<file path="src/rtl/apb_reg_arbiter.sv">
// rtl/apb_reg_arbiter.sv - two-requester round-robin APB master with wait-state timeout
module apb_reg_arbiter #(
  parameter int ADDR_W  = 32,
  parameter int DATA_W  = 32,
  parameter int TIMEOUT = 16
) (
  input  logic                pclk,
  input  logic                preset_n,
  input  logic [1:0]          req_valid,
  input  logic [1:0]          req_write,
  input  logic [2*ADDR_W-1:0] req_addr,
  input  logic [2*DATA_W-1:0] req_wdata,
  input  logic [7:0]          req_strb,
  input  logic [5:0]          req_prot,
  output logic [1:0]          req_ready,
  output logic [1:0]          rsp_valid,
  output logic [DATA_W-1:0]   rsp_rdata,
  output logic                rsp_err,
  output logic                psel,
  output logic                penable,
  output logic                pwrite,
  output logic [ADDR_W-1:0]   paddr,
  output logic [DATA_W-1:0]   pwdata,
  output logic [3:0]          pstrb,
  output logic [2:0]          pprot,
  input  logic                pready,
  input  logic                pslverr,
  input  logic [DATA_W-1:0]   prdata
);

  localparam int CW = $clog2(TIMEOUT + 1);

  typedef enum logic [1:0] {IDLE, SETUP, ACCESS} state_e;

  state_e              state_q, state_d;
  logic                ptr_q, ptr_d;
  logic                owner_q, owner_d;
  logic [CW-1:0]       cnt_q, cnt_d;
  logic                pwrite_q, pwrite_d;
  logic [ADDR_W-1:0]   paddr_q, paddr_d;
  logic [DATA_W-1:0]   pwdata_q, pwdata_d;
  logic [3:0]          pstrb_q, pstrb_d;
  logic [2:0]          pprot_q, pprot_d;
  logic [1:0]          rsp_valid_q, rsp_valid_d;
  logic [DATA_W-1:0]   rsp_rdata_q, rsp_rdata_d;
  logic                rsp_err_q, rsp_err_d;
  logic                gnt_idx;

  // ptr_q holds the last granted requester; the other one wins a tie
  always_comb begin
    if (&req_valid) gnt_idx = ~ptr_q;
    else            gnt_idx = req_valid[1];
  end

  always_comb begin
    state_d     = state_q;
    ptr_d       = ptr_q;
    owner_d     = owner_q;
    cnt_d       = cnt_q;
    pwrite_d    = pwrite_q;
    paddr_d     = paddr_q;
    pwdata_d    = pwdata_q;
    pstrb_d     = pstrb_q;
    pprot_d     = pprot_q;
    rsp_valid_d = 2'b00;
    rsp_rdata_d = rsp_rdata_q;
    rsp_err_d   = rsp_err_q;
    req_ready   = 2'b00;
    case (state_q)
      IDLE: begin
        if (|req_valid) begin
          req_ready = gnt_idx ? 2'b10 : 2'b01;
          ptr_d     = gnt_idx;
          owner_d   = gnt_idx;
          pwrite_d  = req_write[gnt_idx];
          paddr_d   = gnt_idx ? req_addr[2*ADDR_W-1:ADDR_W]  : req_addr[ADDR_W-1:0];
          pwdata_d  = gnt_idx ? req_wdata[2*DATA_W-1:DATA_W] : req_wdata[DATA_W-1:0];
          pstrb_d   = gnt_idx ? req_strb[7:4] : req_strb[3:0];
          pprot_d   = gnt_idx ? req_prot[5:3] : req_prot[2:0];
          cnt_d     = '0;
          state_d   = SETUP;
        end
      end
      SETUP: state_d = ACCESS;
      ACCESS: begin
        cnt_d = cnt_q + CW'(1);
        if (pready) begin
          rsp_valid_d = owner_q ? 2'b10 : 2'b01;
          rsp_rdata_d = pwrite_q ? '0 : prdata;
          rsp_err_d   = pslverr;
          state_d     = IDLE;
        end else if (cnt_q == CW'(TIMEOUT - 1)) begin
          // this is the TIMEOUT-th stalled ACCESS cycle
          rsp_valid_d = owner_q ? 2'b10 : 2'b01;
          rsp_rdata_d = '0;
          rsp_err_d   = 1'b1;
          state_d     = IDLE;
        end
      end
      default: state_d = IDLE;
    endcase
  end

  always_ff @(posedge pclk or negedge preset_n) begin
    if (!preset_n) begin
      state_q     <= IDLE;
      ptr_q       <= 1'b1;
      owner_q     <= 1'b0;
      cnt_q       <= '0;
      pwrite_q    <= 1'b0;
      paddr_q     <= '0;
      pwdata_q    <= '0;
      pstrb_q     <= '0;
      pprot_q     <= '0;
      rsp_valid_q <= 2'b00;
      rsp_rdata_q <= '0;
      rsp_err_q   <= 1'b0;
    end else begin
      state_q     <= state_d;
      ptr_q       <= ptr_d;
      owner_q     <= owner_d;
      cnt_q       <= cnt_d;
      pwrite_q    <= pwrite_d;
      paddr_q     <= paddr_d;
      pwdata_q    <= pwdata_d;
      pstrb_q     <= pstrb_d;
      pprot_q     <= pprot_d;
      rsp_valid_q <= rsp_valid_d;
      rsp_rdata_q <= rsp_rdata_d;
      rsp_err_q   <= rsp_err_d;
    end
  end

  assign psel      = (state_q == SETUP) || (state_q == ACCESS);
  assign penable   = (state_q == ACCESS);
  assign pwrite    = pwrite_q;
  assign paddr     = paddr_q;
  assign pwdata    = pwdata_q;
  assign pstrb     = pstrb_q;
  assign pprot     = pprot_q;
  assign rsp_valid = rsp_valid_q;
  assign rsp_rdata = rsp_rdata_q;
  assign rsp_err   = rsp_err_q;

endmodule

</file>
<file path="config.mk">
export PLATFORM = sky130hd
export DESIGN_NAME = apb_reg_arbiter
export DESIGN_NICKNAME = d
export VERILOG_FILES = /design/src/rtl/apb_reg_arbiter.sv
export SDC_FILE = /design/constraint.sdc
export NUM_CORES = 1
export LEC_CHECK = 0
export ABC_AREA = 0
export CAP_MARGIN = 10
export CORE_AREA = 2 2 115 117
export DETAILED_ROUTE_END_ITERATION = 8
export DIE_AREA = 0 0 117 119
export DONT_BUFFER_PORTS = 1
export PLACE_DENSITY = 0.5
export SYNTH_ARGS = -nofsm -noshare
export SYNTH_HDL_FRONTEND = slang
export SYNTH_SLANG_ARGS = --single-unit
</file>
<file path="constraint.sdc">
create_clock -name pclk -period 5.6 [get_ports pclk]
set_clock_uncertainty 0.2 [all_clocks]
set_input_delay 0.56 -clock pclk [delete_from_list [all_inputs] [get_ports pclk]]
set_output_delay 0.56 -clock pclk [all_outputs]
set_load 0.01 [all_outputs]
</file>
After elaboration in Yosys (flattened, before gate mapping) --
Cells that the tools add are included.
Cells by class: $add $sub $neg 1, $lt $le $gt $ge 1, equal/unequal tests 5, muxes and demuxes 25, bitwise gates (word level) 1, reductions and logical operators 10
Operators by type and width (number):
- $mux 32 | 5
- $mux 2 | 10
- $pmux 5 s2 | 1
- $reduce_and 2->1 | 5
- $pmux 2 s3 | 1
- $add 5x1->5 const B | 1
- $eq 5x4->1 const B | 1
- $mux 1 | 5
- $mux 5 | 1
- $mux 4 | 1
- $reduce_bool 2->1 | 2
- $mux 3 | 1
- $ne 3x1->1 const B | 1
- $eq 2x1->1 const B | 1
- $eq 2x2->1 const B | 1
- $logic_not 2->1 | 1
- $lt 1x2->1 const B | 1
- $ne 2x2->1 const B | 1
- $reduce_or 2->1 | 1
- $logic_or 1x1->1 | 1
- $not 1->1 | 1
Word-level totals: flip-flop bits (word level) 116, input bits 182, output and inout port bits 111, logic and storage cells 55

Logic depth before layout (Yosys ltp) --
depth after elaboration 5, depth in mapped cells 8, mapped depth without buffers 6

Least setup slack after synthesis --
No wires, ideal clock.
path kind input to output, start point input port req_valid[0], end point output port req_ready[0], arrival 1.415 ns, data required time 4.840 ns, setup slack 3.425 ns, stages 5, buffers on the path 3, path through buf_2 -> o21ai_1 -> buf_2 -> buf_1 -> nor2_1
On the way: longest elaborated chain between the ends 5, elaborated cells between the ends (all ways) 6, those cells by class mux (4); reduce/logical (2)
RTL lines:
- start, declared | RTL line 9 | input logic [1:0] req_valid,
- $reduce_and 2->1 | RTL line 51 | if (&req_valid) gnt_idx = ~ptr_q;
- $mux 1 | RTL line 51
- $mux 2 | RTL line 72 | req_ready = gnt_idx ? 2'b10 : 2'b01;
- $mux 2 * | RTL line 71 | if (|req_valid) begin
- $mux 2 * | RTL line 69 | case (state_q)
- end, declared | RTL line 15 | output logic [1:0] req_ready,
Mark *: on every way between the ends. The rest lies on a longest branch, timed or not.

Worst setup path in the final report --
start point register state_q[0], end point output port req_ready[0]
On the way: longest elaborated chain between the ends 2
RTL lines:
- start, declared | RTL line 35 | state_e state_q, state_d;
- start signal, assigned | RTL line 119 | state_q <= state_d;
- $logic_not 2->1 | RTL line 69
- $mux 2 | RTL line 69
No other way between the ends.

==> reports/qor.yml <==
place:
  place_hpwl_mm: 8.96
  io_buffers: 0
  placedCellCount: 653
  pre_cts_slack_ps: 2870
  place.gp.congestion: 0.763
  placed_area_um2: 5150
sta:
  final-setup-viol-count: 0
  fmax_ghz: 0.331
  setup_slack_ps: 2580
  slew_headroom_pct: 18.7
  drv_slew: 0
  tightest_slew_ps: 1220
  setup_tns_ps: 0
  whs_ps: 76.7
  hold_violations: 0
  min_period_over_period_pct: 53.9
  grt_setup_unrepaired: "false"
  fin_crit_ps: 3020
finish:
  nets: 687
  final_cell_mix: "dfrtp_1 (115), nand2_1 (100), a21oi_1 (68), and3_1 (42), a221o_1 (40)"
  design_area_um2: 5870
  final_layout_size_suffix_gt1_share_pct: 9.18
  layout_commonest_cell: "dfrtp_1"
  instances_no_fill: 688
  syn_to_final_growth_pct: 15.5
  final_util_pct: 45.6
  antenna_cells: 0
global_route:
  grt_pass1_vias: 3838
  antenna_found_initial: 0
  grt_pass1_wl_mm: 20.0
  grt_max_degree: 117
  grt-ovfl-total: 0
  grt_use_total_pct: 18.8
synth:
  synth_flop_cell: "dfrtp_1"
  async_flop_share_pct: 100
  synth_top_cell_by_area: "dfrtp_1"
  synth_seq_cells: 116
  synthDistinctLibCells: 36
  synth_top_area_share_pct: 56.6
  netlist_instances: 516
  syn_area_um2: 5080
  synth_edf_count: 0
  syn_area_per_cell_um2: 9.85
  synth_area_leaders: "dfrtp_1 (57%), a221o_1 (7.9%), nand2_1 (7.4%)"
  postSynthNetCount: 703
  ys_warn_count: 0
  seq_area_frac_synth_pct: 57.1
pwr:
  power_density_nw_per_um2: 665
  ir_drop_mv: 0.252
  power_mw: 3.90
  p_leak_nw: 2.67
route:
  vias_per_cell: 5.63
  m1WireLength_mm: 5.33
  dr.pass1.iters: 5
  drt-total-wl_mm: 13.3
  drc: 0
  vias: 3874
  avgRoutedWirePerCell_um: 19.3
  drt_iter0_markers: 252
  wl_met3_mm: 1.30
  top_layer_used: "met4"
  route.met2.wl_mm: 6.27
  drt.antenna.violating_nets: 0
floorplan:
  die_w_um: 117
  initial_core_util_pct: 39.5
  die_h_um: 119
  io_pins: 293
  core_area_um2: 12900
  row_count: 42
  die-area_um2: 13900
worst_hold_path:
  hp-class: "in -> reg"
critical_path:
  cp_cell_sequence: "inv_1 > ha_1 > o21ai_4 > buf_4 > nor2_1"
  crit_path_start_kind: "flip-flop"
  worst-path-max-fanout: 38
  slowest_delay_ps: 510
  cpMaxStageDelayCell: "buf_4"
  critPathTopFamily: "buffers and inverters"
  critical_path_class: "reg -> out"
  worst_ep_required_time_ps: 4840
  critPathArrivalTime_ps: 2260
  crit_path_end_kind: "primary output"
  timing.critical_path.buf_inv: 2
clock_tree:
  cts_made_buffers: 17
  worstSkewPairLatency_ps: 400
  clk_pin_slew_ps: 60
  clock_path_buffers: 2
  cts-root-buf: "clkbuf_16"
  cts_htree_levels: 4
  clkSinkCount: 116
  cts_tree: "done"
  cts_setup_buffers: 0
status:
  run_status: "finished clean"
flow_run:
  cap_violations: 0
-- logic make-up after synthesis --
kind of cell | after synthesis | share of synthesized area, %
buffers and inverters | 50 | 4.73
AOI/OAI and AO/OA | 156 | 20.0
adders and majority gates | 5 | 1.23
muxes | 1 | 0.222
DFF | 116 | 57.1
and+or+nand+nor | 188 | 16.7
-- state kept, by name, summed over array words and instances (netlist names) --
signal     flops
pwdata        32
cnt_q          5
paddr         32
pstrb          4
state_q        2
rsp_valid      2
owner_q        1
pprot          3
rsp_err        1
ptr_q          1
pwrite         1
rsp_rdata     32
-- repair_timing --
action                    CTS  global route
hold endpoints to repair  117             0
gates resized for setup     0             0
hold buffers                3             0
-- layer usage --
metal | GRT usage (%) | vias to the layer above
li1 | - | 1787
met2 | 29.1 | 225
met5 | 0 | -
met4 | 8.75 | 0
met3 | 6.72 | 26
met1 | 23.2 | 1836
-- worst paths after layout --
| check | to | slack, ps | cells after the start | from |
|---|---|---|---|---|
| worst max-delay path | req_ready[0] | 2580 | 5 | state_q[0] |
| worst min-delay path | paddr[10] | 80 | 2 | req_addr[10] |
| worst max register to register | pwdata[25] | 3010 | 6 | state_q[0] |
| worst min register to register | rsp_valid[0] | 260 | 1 | owner_q |
| max in group asynchronous | paddr[7] | 4140 | 2 | preset_n |
| min in group asynchronous | rsp_rdata[14] | 590 | 2 | preset_n |
-- cell usage after synthesis, types with 4 or more instances --
cell,instances
a21oi_1,68
a221o_1,40
and3_1,42
buf_2,15
buf_6,4
clkbuf_1,23
dfrtp_1,115
ha_1,5
inv_1,6
nand2_1,100
nor2_1,37
o21ai_0,6
o21ai_1,32
-- power by group --
group	internal (mW)	switching [mW]	total [mW]	leakage, nW
Combinational	0.401	0.550	0.951	0.922
Clock	0.829	0.383	1.21	0.311
Sequential	1.24	0.493	1.74	1.44
-- cell type report --
| type | instances | area [um2] |
|---|---|---|
| clock inverter | 14 | 234 |
| timing repair buffer | 9 | 96.3 |
| fill | 1238 | 7010 |
| clock buffer | 17 | 425 |
| inverter | 6 | 22.5 |
| tap | 176 | 220 |
| multi-input combinational | 350 | 1970 |
| sequential | 116 | 2900 |
Note: power is estimated with default switching activity, not from simulation.
